$ cat src/rtl/clock_ratio_detector.sv
// Measures period and high time of a divided clock in clk_i cycles, with lock.
// Optional duty-cycle qualification of lock: define CLOCK_RATIO_DUTY_CHECK_EN.
module clock_ratio_detector #(
   parameter int CNT_W    = 8,
   parameter int LOCK_CNT = 4,
   parameter int TOL      = 0
) (
   input  logic             clk_i,
   input  logic             reset_ni,
   input  logic             div_clk_i,
   output logic [CNT_W-1:0] period_o,
   output logic [CNT_W-1:0] high_o,
   output logic             locked_o,
   output logic             meas_valid_o,
   output logic             err_o
);

   // LOCK_CNT=1 still needs one confirming period after the reference
   localparam int LOCK_M = (LOCK_CNT > 1) ? LOCK_CNT - 1 : 1;
   localparam int MC_W   = $clog2(LOCK_M + 1);

   localparam logic [CNT_W-1:0] PMAX  = '1;
   localparam logic [CNT_W-1:0] ONE   = {{(CNT_W-1){1'b0}}, 1'b1};
   localparam logic [CNT_W-1:0] TOL_V = CNT_W'(TOL);
   localparam logic [MC_W-1:0]  MC_LK = MC_W'(LOCK_M);

   typedef enum logic [1:0] {
      ST_IDLE,
      ST_ARM,
      ST_ACQ,
      ST_LOCK
   } state_t;

   state_t           r_state;
   state_t           w_state_nx;
   logic             r_s1;
   logic             r_s2;
   logic             r_s3;
   logic [CNT_W-1:0] r_pcnt;
   logic [CNT_W-1:0] r_hcnt;
   logic [CNT_W-1:0] r_high;
   logic [CNT_W-1:0] r_ref;
   logic [CNT_W-1:0] w_ref_nx;
   logic [MC_W-1:0]  r_mcnt;
   logic [MC_W-1:0]  w_mcnt_nx;
   logic [MC_W-1:0]  w_mcnt_inc;
   logic             r_locked;
   logic             w_locked_nx;
   logic             r_mv;
   logic             w_mv_nx;
   logic             r_err;
   logic             w_err_nx;

   logic             w_rise;
   logic             w_fall;
   logic             w_psat;
   logic             w_hsat;
   logic             w_tmo;
   logic [CNT_W-1:0] w_pdiff;
   logic             w_match;
   logic             w_ok;

   assign w_rise = r_s2 & ~r_s3;
   assign w_fall = ~r_s2 & r_s3;
   assign w_psat = (r_pcnt == PMAX);
   assign w_hsat = (r_hcnt == PMAX);
   assign w_tmo  = w_psat & ~w_rise;

   assign w_pdiff = (r_pcnt >= r_ref) ? (r_pcnt - r_ref)
                                      : (r_ref - r_pcnt);
   assign w_match = (w_pdiff <= TOL_V);

`ifdef CLOCK_RATIO_DUTY_CHECK_EN
   localparam logic [CNT_W:0] DUTY_TOL = (CNT_W+1)'(2 + 2 * TOL);

   logic [CNT_W:0] w_h2;
   logic [CNT_W:0] w_p1;
   logic [CNT_W:0] w_ddiff;
   logic           w_duty_ok;

   assign w_h2      = {r_high, 1'b0};
   assign w_p1      = {1'b0, r_pcnt};
   assign w_ddiff   = (w_h2 >= w_p1) ? (w_h2 - w_p1) : (w_p1 - w_h2);
   assign w_duty_ok = (w_ddiff <= DUTY_TOL);
   assign w_ok      = w_match & w_duty_ok;
`else
   assign w_ok      = w_match;
`endif

   assign w_mcnt_inc = r_mcnt + 1'b1;

   always_ff @(posedge clk_i or negedge reset_ni) begin
      if (!reset_ni) begin
         r_s1   <= 1'b0;
         r_s2   <= 1'b0;
         r_s3   <= 1'b0;
         r_pcnt <= '0;
         r_hcnt <= '0;
         r_high <= '0;
      end else begin
         r_s1 <= div_clk_i;
         r_s2 <= r_s1;
         r_s3 <= r_s2;
         if (w_rise) begin
            r_pcnt <= ONE;
         end else if (!w_psat) begin
            r_pcnt <= r_pcnt + 1'b1;
         end
         if (w_rise) begin
            r_hcnt <= '0;
         end else if (r_s2 && !w_hsat) begin
            r_hcnt <= r_hcnt + 1'b1;
         end
         // high time includes the cycle the rise was seen in
         if (w_fall) begin
            r_high <= w_hsat ? r_hcnt : r_hcnt + 1'b1;
         end
      end
   end

   always_ff @(posedge clk_i or negedge reset_ni) begin
      if (!reset_ni) begin
         r_state  <= ST_IDLE;
         r_ref    <= '0;
         r_mcnt   <= '0;
         r_locked <= 1'b0;
         r_mv     <= 1'b0;
         r_err    <= 1'b0;
      end else begin
         r_state  <= w_state_nx;
         r_ref    <= w_ref_nx;
         r_mcnt   <= w_mcnt_nx;
         r_locked <= w_locked_nx;
         r_mv     <= w_mv_nx;
         r_err    <= w_err_nx;
      end
   end

   always_comb begin
      w_state_nx  = r_state;
      w_ref_nx    = r_ref;
      w_mcnt_nx   = r_mcnt;
      w_locked_nx = r_locked;
      w_mv_nx     = 1'b0;
      w_err_nx    = 1'b0;
      unique case (r_state)
         ST_IDLE: begin
            if (w_rise) begin
               w_state_nx = ST_ARM;
            end
         end
         ST_ARM: begin
            if (w_rise) begin
               w_mv_nx    = 1'b1;
               w_ref_nx   = r_pcnt;
               w_mcnt_nx  = '0;
               w_state_nx = ST_ACQ;
            end else if (w_tmo) begin
               w_err_nx    = 1'b1;
               w_locked_nx = 1'b0;
               w_ref_nx    = '0;
               w_state_nx  = ST_IDLE;
            end
         end
         ST_ACQ: begin
            if (w_rise) begin
               w_mv_nx = 1'b1;
               if (w_ok) begin
                  w_mcnt_nx = w_mcnt_inc;
                  if (w_mcnt_inc == MC_LK) begin
                     w_locked_nx = 1'b1;
                     w_state_nx  = ST_LOCK;
                  end
               end else begin
                  w_ref_nx  = r_pcnt;
                  w_mcnt_nx = '0;
               end
            end else if (w_tmo) begin
               w_err_nx    = 1'b1;
               w_locked_nx = 1'b0;
               w_ref_nx    = '0;
               w_state_nx  = ST_IDLE;
            end
         end
         ST_LOCK: begin
            if (w_rise) begin
               w_mv_nx = 1'b1;
               if (!w_ok) begin
                  w_err_nx    = 1'b1;
                  w_locked_nx = 1'b0;
                  w_ref_nx    = r_pcnt;
                  w_mcnt_nx   = '0;
                  w_state_nx  = ST_ACQ;
               end
            end else if (w_tmo) begin
               w_err_nx    = 1'b1;
               w_locked_nx = 1'b0;
               w_ref_nx    = '0;
               w_state_nx  = ST_IDLE;
            end
         end
         default: begin
            w_state_nx = ST_IDLE;
         end
      endcase
   end

   assign period_o     = r_ref;
   assign high_o       = r_high;
   assign locked_o     = r_locked;
   assign meas_valid_o = r_mv;
   assign err_o        = r_err;

endmodule
$ cat config.mk
export PLATFORM = sky130hd
export DESIGN_NAME = clock_ratio_detector
export DESIGN_NICKNAME = d
export VERILOG_FILES = /design/src/rtl/clock_ratio_detector.sv
export SDC_FILE = /design/constraint.sdc
export NUM_CORES = 1
export LEC_CHECK = 0
export ABC_AREA = 1
export CAP_MARGIN = 15
export CORE_UTILIZATION = 47
export CTS_BUF_LIST = sky130_fd_sc_hd__clkbuf_4 sky130_fd_sc_hd__clkbuf_8
export DETAILED_ROUTE_END_ITERATION = 7
export PLACE_DENSITY_LB_ADDON = 0.25
export SETUP_SLACK_MARGIN = 0.5
export SYNTH_ARGS = -nofsm -noshare
export SYNTH_HDL_FRONTEND = slang
export SYNTH_SLANG_ARGS = --single-unit
$ cat constraint.sdc
create_clock -name clk_i -period 2.4 [get_ports clk_i]
set_clock_uncertainty 0.2 [all_clocks]
set_input_delay 0.36 -clock clk_i [delete_from_list [all_inputs] [get_ports clk_i]]
set_output_delay 0.36 -clock clk_i [all_outputs]
set_load 0.01 [all_outputs]
==> summary.md, run 1 <==
| Metric | Value |
|---|---|
| Status | `complete, but fails checks` |
| Failing checks | `setup timing` |
| Setup TNS | `-393.1 ps` |
| Synth Flop Type | `dfrtp_1` |
| Count of non-filler cells in the finished layout | `533` |
| Synthesized Nets | `420` |
| Port buffer count | `21` |
| Yosys Warn Count | `0` |
| Grt ovf | `0` |
| Critical path launch point type | `flop` |
| Placed insts | `504` |
| Routed WL | `7106 µm` |
| Worst slew pin tran | `731.1 ps` |
| Final Hold Viols | `0` |
| Starting Density | `48.55%` |
| FMAX | `405.7 MHz` |
| H-tree levels | `2` |
| Max transition margin | `51.08%` |
| Final cycle utilization of the critical path | `102.7%` |
| Final Net Count | `483` |
| Setup CP Type | `flop to flop` |
| Worst VDD drop | `0.7129 mV` |
| # DRC | `0` |
| Fillers | `490` |
| Die width | `79.98 µm` |
| Die area | `6396 µm²` |
| Hold Path Class | `flop to flop` |
| Post-Route M1 WL | `3101 µm` |
| Rows | `28` |
| Num CTS Buffers | `5` |
| Count leader, synth | `nand2_1` |
| DR top layer | `met4` |
| Endpoints failing setup | `8` |
| Post-synth EDFFs | `0` |
| Crit Path Max Fanout | `5` |
| Post-synthesis sequential area ratio | `36.78%` |
| First-pass detailed-route iteration total | `4` |
| Routability cong. | `0.8468` |
| Async S/R FF share, synth | `100.0%` |
| Routed wire per std cell | `13.33 µm` |
| Antenna viol nets, final | `0` |
| Worst Setup End Kind | `flop` |
| RSZ-0062 raised after global routing | `true` |
| Clk Latency, worst-skew pair | `300 ps` |
| Ports placed on the boundary | `22` |
| HPWL after DPL | `4989 µm` |
| Area growth syn-to-layout | `36.69%` |
| CTS tree | `done` |
| DR vias | `2776` |
| Setup WS post-layout | `-64.69 ps` |
| Clock buffer depth | `2` |
| First-pass GRT wire length | `11710 µm` |
| Leak Pwr | `1.998 nW` |
| Vias/cell | `5.208` |
| Clock-pin slew on the worst setup and hold paths | `90 ps` |
| Critical path required time | `2390 ps` |
| CTS Sinks | `42` |
| Period minus WS final | `2465 ps` |
| Met3 wire len | `221 µm` |
| Largest net degree at the start of global routing | `43` |
| Synth top area share | `36.78%` |
| Final number of max-transition violations | `0` |
| Die height | `79.98 µm` |
| Initial antenna violation count | `0` |
| Synthesized cell area | `2858 µm²` |
| Arrival @ worst endpoint | `2460 ps` |
| Met2 WL | `3663 µm` |
| Diode count | `0` |
| Main area contributors after synthesis | `dfrtp_1, nand2_1, ha_1` |
| Mean Syn Cell Area | `7.253 µm²` |
| Synth Instances | `394` |
| Commonest cells post-synth | `nand2_1, inv_1, dfrtp_1, nor2_1, nand3_1` |
| Post-synth top area cell | `dfrtp_1` |
| Yosys cell types | `31` |
| GRT Total Usage | `23.43%` |
| Vias in the first global route | `2634` |
| Synthesis-stage register bit count | `42` |
| CTS root buffer | `clkbuf_8` |
| Pre-CTS setup slack | `-72.43 ps` |
| Core area | `5886 µm²` |
| Max_cap viols | `0` |
| Initial DRC count | `138` |
| PwrDens | `1009 nW/µm²` |
| Layout cell share with drive strength beyond 1 | `30.35%` |
## logic make-up (layout without fill, tap and decap cells)
| kind of cell | after synthesis | in the layout | share of synthesized area (%) |
|---|---|---|---|
| AO/OA/AOI/OAI | 48 | 48 | 10.25 |
| flip-flops | 42 | 42 | 36.78 |
| adder cells (fa/ha/maj) | 23 | 23 | 10.07 |
| XOR/XNOR | 5 | 5 | 1.532 |
| buffers and inverters | 73 | 136 | 9.588 |
| AND/OR/NAND/NOR | 203 | 204 | 31.79 |
## layout by cell type (no fill, tap or decap), types with 5 or more instances in the layout
master and count:
clkdlybuf4s50_1 16, a31oi_1 5, nand3_1 21, inv_1 54, nand4_1 9, nor3_1 5
dfrtp_2 6, nor2_1 31, o21ai_0 8, a21oi_1 10, xor2_1 5, nand3_2 7
clkbuf_8 5, ha_1 14, dfrtp_1 36, inv_2 15, nand2_4 6, nand2_1 85
buf_4 33, buf_6 5, ha_4 7, nand2_2 19
## worst max-delay path, cell delays in order, from the launching register on
cell and delay, ps:
dfrtp_1 440, ha_4 240, buf_4 150, a21oi_2 140
inv_1 70, nor2_2 130, nand2_1 60, nand2_1 50
nand2_1 40, nor2_1 90, nand2_1 80, nand2_2 110
nand2_4 80, nor2_4 170, nand2_4 110, nand4_1 120
nand2_2 60
## layer usage
metal,vias up,global-route usage [%]
li1,1394,-
met1,1329,30.14
met2,45,39.91
met3,8,3.200
met4,0,8.571
met5,-,0
## worst paths after layout
path	from	to	slack (ps)	depth (start not counted)
max reg2reg	r_pcnt[5]	period_o[0]	-60	16
max	r_pcnt[5]	period_o[0]	-60	16
min in group asynchronous	reset_ni	high_o[6]	460	3
max in group asynchronous	reset_ni	r_pcnt[0]	1150	3
min	r_s1	r_s2	160	0
min reg2reg	r_s1	r_s2	160	0
## timing repair
item,CTS,global route
endpoints found under the setup margin,34,35
buffers inserted,11,8
hold buffers,1,0
gates resized for setup,20,53
gates cloned,1,0
endpoints found under the hold margin,42,0
pin swaps,14,27
## where the power goes
| group | switching [mW] | internal (mW) | leakage, nW |
|---|---|---|---|
| combinational | 1.43 | 1.08 | 1.42 |
| clock | 0.269 | 0.208 | 0.0408 |
| sequential | 0.128 | 0.825 | 0.540 |
## stage by stage
| stage | area (µm²) | hold WS, ps | total power [mW] | util, % |
|---|---|---|---|---|
| 2_1_floorplan | 2990 | -135.6 | 2.487 | - |
| 3_3_place_gp | 3410 | 132.9 | 3.006 | 57.93 |
| 3_5_place_dp | 3410 | 136.4 | 3.065 | 57.93 |
| 4_1_cts | 3662 | 170.5 | 3.659 | 62.22 |
| 5_1_grt | 3906 | 199.2 | 4.274 | 66.37 |
| 6_report | 3906 | 164.2 | 3.943 | 66.37 |
## cell type report
class	instances	area, µm²	area share (%)
tap	75	93.84	2.402
inverter	69	259.0	6.630
multi-input combinational	280	1889	48.37
clock buffer	5	68.82	1.762
sequential	42	1059	27.10
clock inverter	3	23.77	0.6086
timing repair buffer	59	513.0	13.13
## state kept, by name, indices dropped and copies added (netlist names)
register,count
r_s3,1
period_o,8
locked_o,1
err_o,1
meas_valid_o,1
r_pcnt,8
r_s1,1
r_state,2
r_s2,1
r_hcnt,8
high_o,8
r_mcnt,2
(Power assumes the default switching activity.)
==> run 2: changes to the inputs <==
CORE_ASPECT_RATIO = 1.25   (was not set)
==> run 2 against run 1 <==
- the flow still finishes with violations (setup timing)
- combinational power grew 7%
- sequential share of layout area shrank 1.2 points
- via count grew 2.8%
- largest power group unchanged
- highest routed layer unchanged
==> summary.md, run 2 (synthesis gave the netlist of run 1 again) <==
| Metric | Value |
|---|---|
| Status | `complete, but fails checks` |
| Failing checks | `setup timing` |
| Final Net Count | `494` |
| Combinational Power Share | `62.6%` |
| Port buffer count | `21` |
| Worst r2r src | `period_o[1]` |
| Setup CP Type | `flop to flop` |
| GRT Total Usage | `24.55%` |
| CTS Sinks | `42` |
| Die width | `71.75 µm` |
| Routability cong. | `0.9183` |
| Starting Density | `49.12%` |
| # DRC | `0` |
| Most frequent cells in the layout | `nand2_1, inv_1, buf_4` |
| Slowest stage delay, CP | `440 ps` |
| DR vias | `2854` |
| Flop2flop setup slack | `-110 ps` |
| First-pass detailed-route iteration total | `4` |
| Worst slew pin tran | `723.7 ps` |
| Power share of the clock group | `15.5%` |
| Final number of max-transition violations | `0` |
| Critical path launch point type | `flop` |
| WHS | `152.2 ps` |
| Leak Pwr | `2.105 nW` |
| Final Hold Viols | `0` |
| Clock-pin slew on the worst setup and hold paths | `80 ps` |
| Endpoints failing setup | `12` |
| Sw Pwr | `1.915 mW` |
| Period minus WS final | `2515 ps` |
| Core area | `5818 µm²` |
| Worst Hold Depth | `0` |
| Clock buffer depth | `2` |
| Diode count | `0` |
| H-tree levels | `2` |
| Worst r2r path cells | `18` |
| First-pass GRT wire length | `12130 µm` |
| Routed wire per std cell | `14.70 µm` |
| Critical path required time | `2430 ps` |
| Final cycle utilization of the critical path | `104.8%` |
| Met1 Usage GRT | `25.59%` |
| Critical path destination | `period_o[3]` |
| Max_cap viols | `0` |
| Worst VDD drop | `0.6642 mV` |
| Cell mode on critical path | `nand2_4` |
| HPWL after DPL | `5232 µm` |
| Seq pwr share | `21.9%` |
| FMAX | `397.7 MHz` |
| Die height | `89.18 µm` |
| Clk Latency, worst-skew pair | `290 ps` |
| PwrDens | `1051 nW/µm²` |
| Initial DRC count | `69` |
| Max transition margin | `51.57%` |
| CP startpoint | `period_o[1]` |
| Power consumption | `4.295 mW` |
| Internal | `2.380 mW` |
| RSZ-0062 raised after global routing | `true` |
| Layout cell share with drive strength beyond 1 | `33.05%` |
| Vias in the first global route | `2732` |
| Hold Path Class | `flop to flop` |
| Met2 GRT Util | `47.60%` |
| Setup WS post-layout | `-114.6 ps` |
| Num CTS Buffers | `5` |
| Antenna viol nets, final | `0` |
| R2r endpoint | `period_o[3]` |
| Crit path cell chain | `inv_2, ha_4, nand2_4, nand2_4, nand2_2, nand2_1, nand3_2, nor2_2, nand2_1, nor2_2, nand2_2, nand2_4, nand2_4, nor2_4, nand2_4, nand2_8, nand2_2, nand2_2` |
| Met3 Use GR | `3.044%` |
| Slowest-stage cell, CP | `dfrtp_2` |
| Area growth syn-to-layout | `42.95%` |
| Initial antenna violation count | `0` |
| Die area | `6398 µm²` |
| Vias/cell | `5.335` |
| CTS tree | `done` |
| CTS root buffer | `clkbuf_8` |
| Grt peak-use layer | `met2` |
| Largest net degree at the start of global routing | `43` |
| Crit Path Max Fanout | `8` |
| Arrival @ worst endpoint | `2550 ps` |
| Sw frac | `44.58%` |
| Worst Setup End Kind | `flop` |
| Commonest non-fill, non-tap cell in the layout | `nand2_1` |
| Ports placed on the boundary | `22` |
| Rows | `31` |
| Grt ovf | `0` |
| Routed WL | `7865 µm` |
run 2: cell types whose count changed in the layout (fill, tap and decap cells not counted), moves of 2 or more:
cell	change
bufinv_16	+2
inv_4	+2
o21ai_1	+2
nand2_4	+3
nor2_2	+3
ha_1	-2
dlygate4sd2_1	+2
clkdlybuf4s50_1	-2
clkinvlp_4	-2
nand2_2	-2
buf_4	+9
nor2_1	-2
run 2: layer usage:
layer	vias to the layer above	part of all wire, %
li1	1413	-
met5	-	0
met1	1342	38
met4	0	5.9
met3	35	2.4
met2	64	54
run 2: timing repair:
action,CTS,global route
gates cloned,1,0
gates resized for setup,42,45
endpoints found under the hold margin,42,0
setup endpoints to repair,40,37
hold buffers,1,0
buffers inserted,14,15
pin swaps,17,29
run 2: worst min-delay path by stage:
stage          startpoint    end  slack, ps
6_report             r_s1   r_s2        150
5_1_grt              r_s1   r_s2        160
4_1_cts              r_s1   r_s2        150
3_5_place_dp         r_s1   r_s2        140
3_3_place_gp         r_s1   r_s2        130
2_1_floorplan    reset_ni  err_o       -140
run 2: cell type report:
| class | instances | area, µm² |
|---|---|---|
| multi-input combinational | 280 | 1934 |
| fill | 457 | 1733 |
| sequential | 42 | 1057 |
| timing repair buffer | 70 | 609.3 |
| inverter | 69 | 264.0 |
| tap | 66 | 82.58 |
| clock buffer | 5 | 68.82 |
| clock inverter | 3 | 68.82 |
run 2: power groups by stage:
stage	sequential (mW)	clock, mW	combinational, mW
2_1_floorplan	0.959	0	1.53
3_3_place_gp	0.952	0	2.08
3_5_place_dp	0.955	0	2.12
4_1_cts	0.939	0.676	2.36
5_1_grt	0.952	0.703	2.97
6_report	0.940	0.664	2.69
run 2: per-stage QoR:
| step | worst slack [ps] | instances | TNS (ps) | area (µm²) | util [%] |
|---|---|---|---|---|---|
| after global placement | -48.17 | 496 | -411.8 | 3418 | 58.75 |
| after CTS | -36.13 | 520 | -96.41 | 3805 | 65.40 |
| final | -114.6 | 535 | -818.1 | 4085 | 70.22 |
| after global routing | -240.5 | 535 | -2860 | 4085 | 70.22 |
| after floorplan | 238.4 | 394 | 0 | 2990 | - |
| after detailed placement | -92.03 | 496 | -888.6 | 3418 | 58.75 |
run 2: critical path, delay by kind of cell, from the launching register on:
kind / cells / cell delay [ps]
adder cells (fa/ha/maj): 1 / 300
buffers and inverters: 1 / 60
flip-flops: 1 / 440
AND/OR/NAND/NOR: 16 / 1470
==> run 3: changes to the inputs <==
--- a/config.mk
+++ b/config.mk
@@ -10,5 +10,6 @@
 export CORE_ASPECT_RATIO = 1.25
 export CORE_UTILIZATION = 47
-export CTS_BUF_LIST = sky130_fd_sc_hd__clkbuf_4 sky130_fd_sc_hd__clkbuf_8
+export CTS_BUF_LIST = sky130_fd_sc_hd__clkbuf_2 sky130_fd_sc_hd__clkbuf_4 sky130_fd_sc_hd__clkbuf_8
+export CTS_CLUSTER_DIAMETER = 200
 export DETAILED_ROUTE_END_ITERATION = 7
 export PLACE_DENSITY_LB_ADDON = 0.25
==> constraint.sdc (replaced) <==
create_clock -name clk_i -period 2.4 [get_ports clk_i]
set_clock_uncertainty 0.2 [all_clocks]
set_input_delay 0.48 -clock clk_i [delete_from_list [all_inputs] [get_ports clk_i]]
set_output_delay 0.48 -clock clk_i [all_outputs]
set_load 0.01 [all_outputs]
==> run 3 against run 2 <==
- the flow still finishes with violations (setup timing)
- largest power group unchanged
- first-iteration DRC count is 4.3% lower
- global-route usage is essentially flat
- combinational power down 6%
==> summary.md, run 3 (synthesis gave the netlist of run 1 again) <==
| Metric | Value |
|---|---|
| First-pass GRT wire length | `12140 µm` |
| Sw frac | `46.17%` |
| Layout cell share with drive strength beyond 1 | `31.10%` |
| R2r endpoint | `period_o[1]` |
| Die area | `6398 µm²` |
| Period minus WS final | `2444 ps` |
| Power share of the clock group | `13.7%` |
| Grt ovf | `0` |
| Num CTS Buffers | `5` |
| CP startpoint | `r_pcnt[3]` |
| Endpoints failing setup | `10` |
| Worst VDD drop | `0.6882 mV` |
| Max_cap viols | `0` |
| Final cycle utilization of the critical path | `101.8%` |
| Setup WS post-layout | `-44.12 ps` |
| Final Net Count | `488` |
| CTS Sinks | `42` |
| Worst r2r src | `r_pcnt[3]` |
| PwrDens | `1023 nW/µm²` |
| Die height | `89.18 µm` |
| Initial DRC count | `66` |
| # DRC | `0` |
| Vias in the first global route | `2704` |
| Final number of max-transition violations | `0` |
| Failing checks | `setup timing` |
| Arrival @ worst endpoint | `2480 ps` |
| Pre-CTS setup slack | `-79.04 ps` |
| H-tree levels | `2` |
| Most frequent cells in the layout | `nand2_1, inv_1, dfrtp_1` |
| Hold Path Class | `flop to flop` |
| Final Hold Viols | `0` |
| Port buffer count | `21` |
| Die width | `71.75 µm` |
| HPWL after DPL | `5359 µm` |
| Flop2flop setup slack | `-40 ps` |
| Ports placed on the boundary | `22` |
| Critical path launch point type | `flop` |
| Critical path required time | `2440 ps` |
| Setup CP Type | `flop to flop` |
| Initial antenna violation count | `0` |
| RSZ-0062 raised after global routing | `true` |
| Internal | `2.173 mW` |
| Rows | `31` |
| DR vias | `2837` |
| Max transition margin | `51.20%` |
| Leak Pwr | `2.074 nW` |
| Fillers | `477` |
| Commonest non-fill, non-tap cell in the layout | `nand2_1` |
| Crit Path Max Fanout | `8` |
| FMAX | `409.1 MHz` |
| Core area | `5818 µm²` |
| Worst slew pin tran | `727.2 ps` |
| Sw Pwr | `1.864 mW` |
| Clock buffer depth | `2` |
| Routed WL | `7697 µm` |
| Combinational Power Share | `62.9%` |
| Seq pwr share | `23.4%` |
| First-pass detailed-route iteration total | `4` |
| Routed wire per std cell | `14.55 µm` |
| Starting Density | `49.12%` |
| Status | `complete, but fails checks` |
| Vias/cell | `5.363` |
| Largest net degree at the start of global routing | `20` |
| Antenna viol nets, final | `0` |
| CTS tree | `done` |
| Worst r2r path cells | `16` |
| Worst Setup End Kind | `flop` |
| CTS root buffer | `clkbuf_8` |
| Area growth syn-to-layout | `38.09%` |
| GRT Total Usage | `24.55%` |
| Routability cong. | `0.9327` |
| Clk Latency, worst-skew pair | `300 ps` |
| Critical path destination | `period_o[1]` |
| Clock-pin slew on the worst setup and hold paths | `80 ps` |
| Diode count | `0` |
| Final core occ | `67.83%` |
-- run 3: area by class of cell --
cell class	instances	area (µm²)	share of cell area [%]
sequential	42	1057	26.79
tap	66	82.58	2.093
clock inverter	3	40.04	1.015
multi-input combinational	280	1883	47.72
clock buffer	5	68.82	1.744
timing repair buffer	64	553.0	14.01
inverter	69	261.5	6.627
-- run 3: power groups by stage --
stage	clock network [mW]	registers, mW	logic, mW
2_1_floorplan	0	0.959	1.53
3_3_place_gp	0	0.952	2.08
3_5_place_dp	0	0.954	2.13
4_1_cts	0.562	0.937	2.27
5_1_grt	0.590	0.963	2.83
6_report	0.554	0.945	2.54
-- run 3: timing repair --
item                                   CTS  global route
gates resized for setup                 26            57
endpoints found under the hold margin   15             0
pin swaps                                6            17
hold buffers                             1             0
setup endpoints to repair               45            39
buffers inserted                        13             9
cloned                                   1             0
-- run 3: per-layer routing --
layer  global-route usage (%)  share of wire, %  up-vias
met3                    3.946               2.4       24
met4                    10.52               4.3        0
met5                        0                 0        -
li1                         -                 -     1404
met1                    26.32                39     1354
met2                    47.51                54       55
-- run 3: how the worst min path moves through the flow --
stage	start	end	slack (ps)	cells past startpoint
global placement	r_s1	r_s2	130	0
floorplan	reset_ni	err_o	-20	0
detailed placement	r_s1	r_s2	140	0
CTS	r_s1	r_s2	150	0
global route	r_s1	r_s2	170	0
finish	r_s1	r_s2	150	0
-- run 3: per-stage QoR --
step                setup TNS (ps)  instance area [µm²]  hold slack, ps  instances  power [mW]
floorplan                        0                 2990          -15.59        394       2.487
global placement            -394.1                 3413           133.1        497       3.034
detailed placement          -751.8                 3413           137.1        497       3.084
CTS                         -5.241                 3677           154.7        520       3.768
global route                 -2353                 3946           170.3        529       4.384
finish                      -259.6                 3946           151.8        529       4.037
-- run 3: worst max-delay path: stages, from the launching register on --
cell and delay, ps:
dfrtp_2 460, ha_4 300, a21oi_4 180, nor2_1 70, nor2_2 140, nand2_1 70
nand2_1 60, nand2_1 70, nor2_2 110, nand2_2 70, nand2_4 90, nand2_4 70
nor2_4 160, nand2_4 110, nand2_8 100, nand2_2 60, nand2_1 70
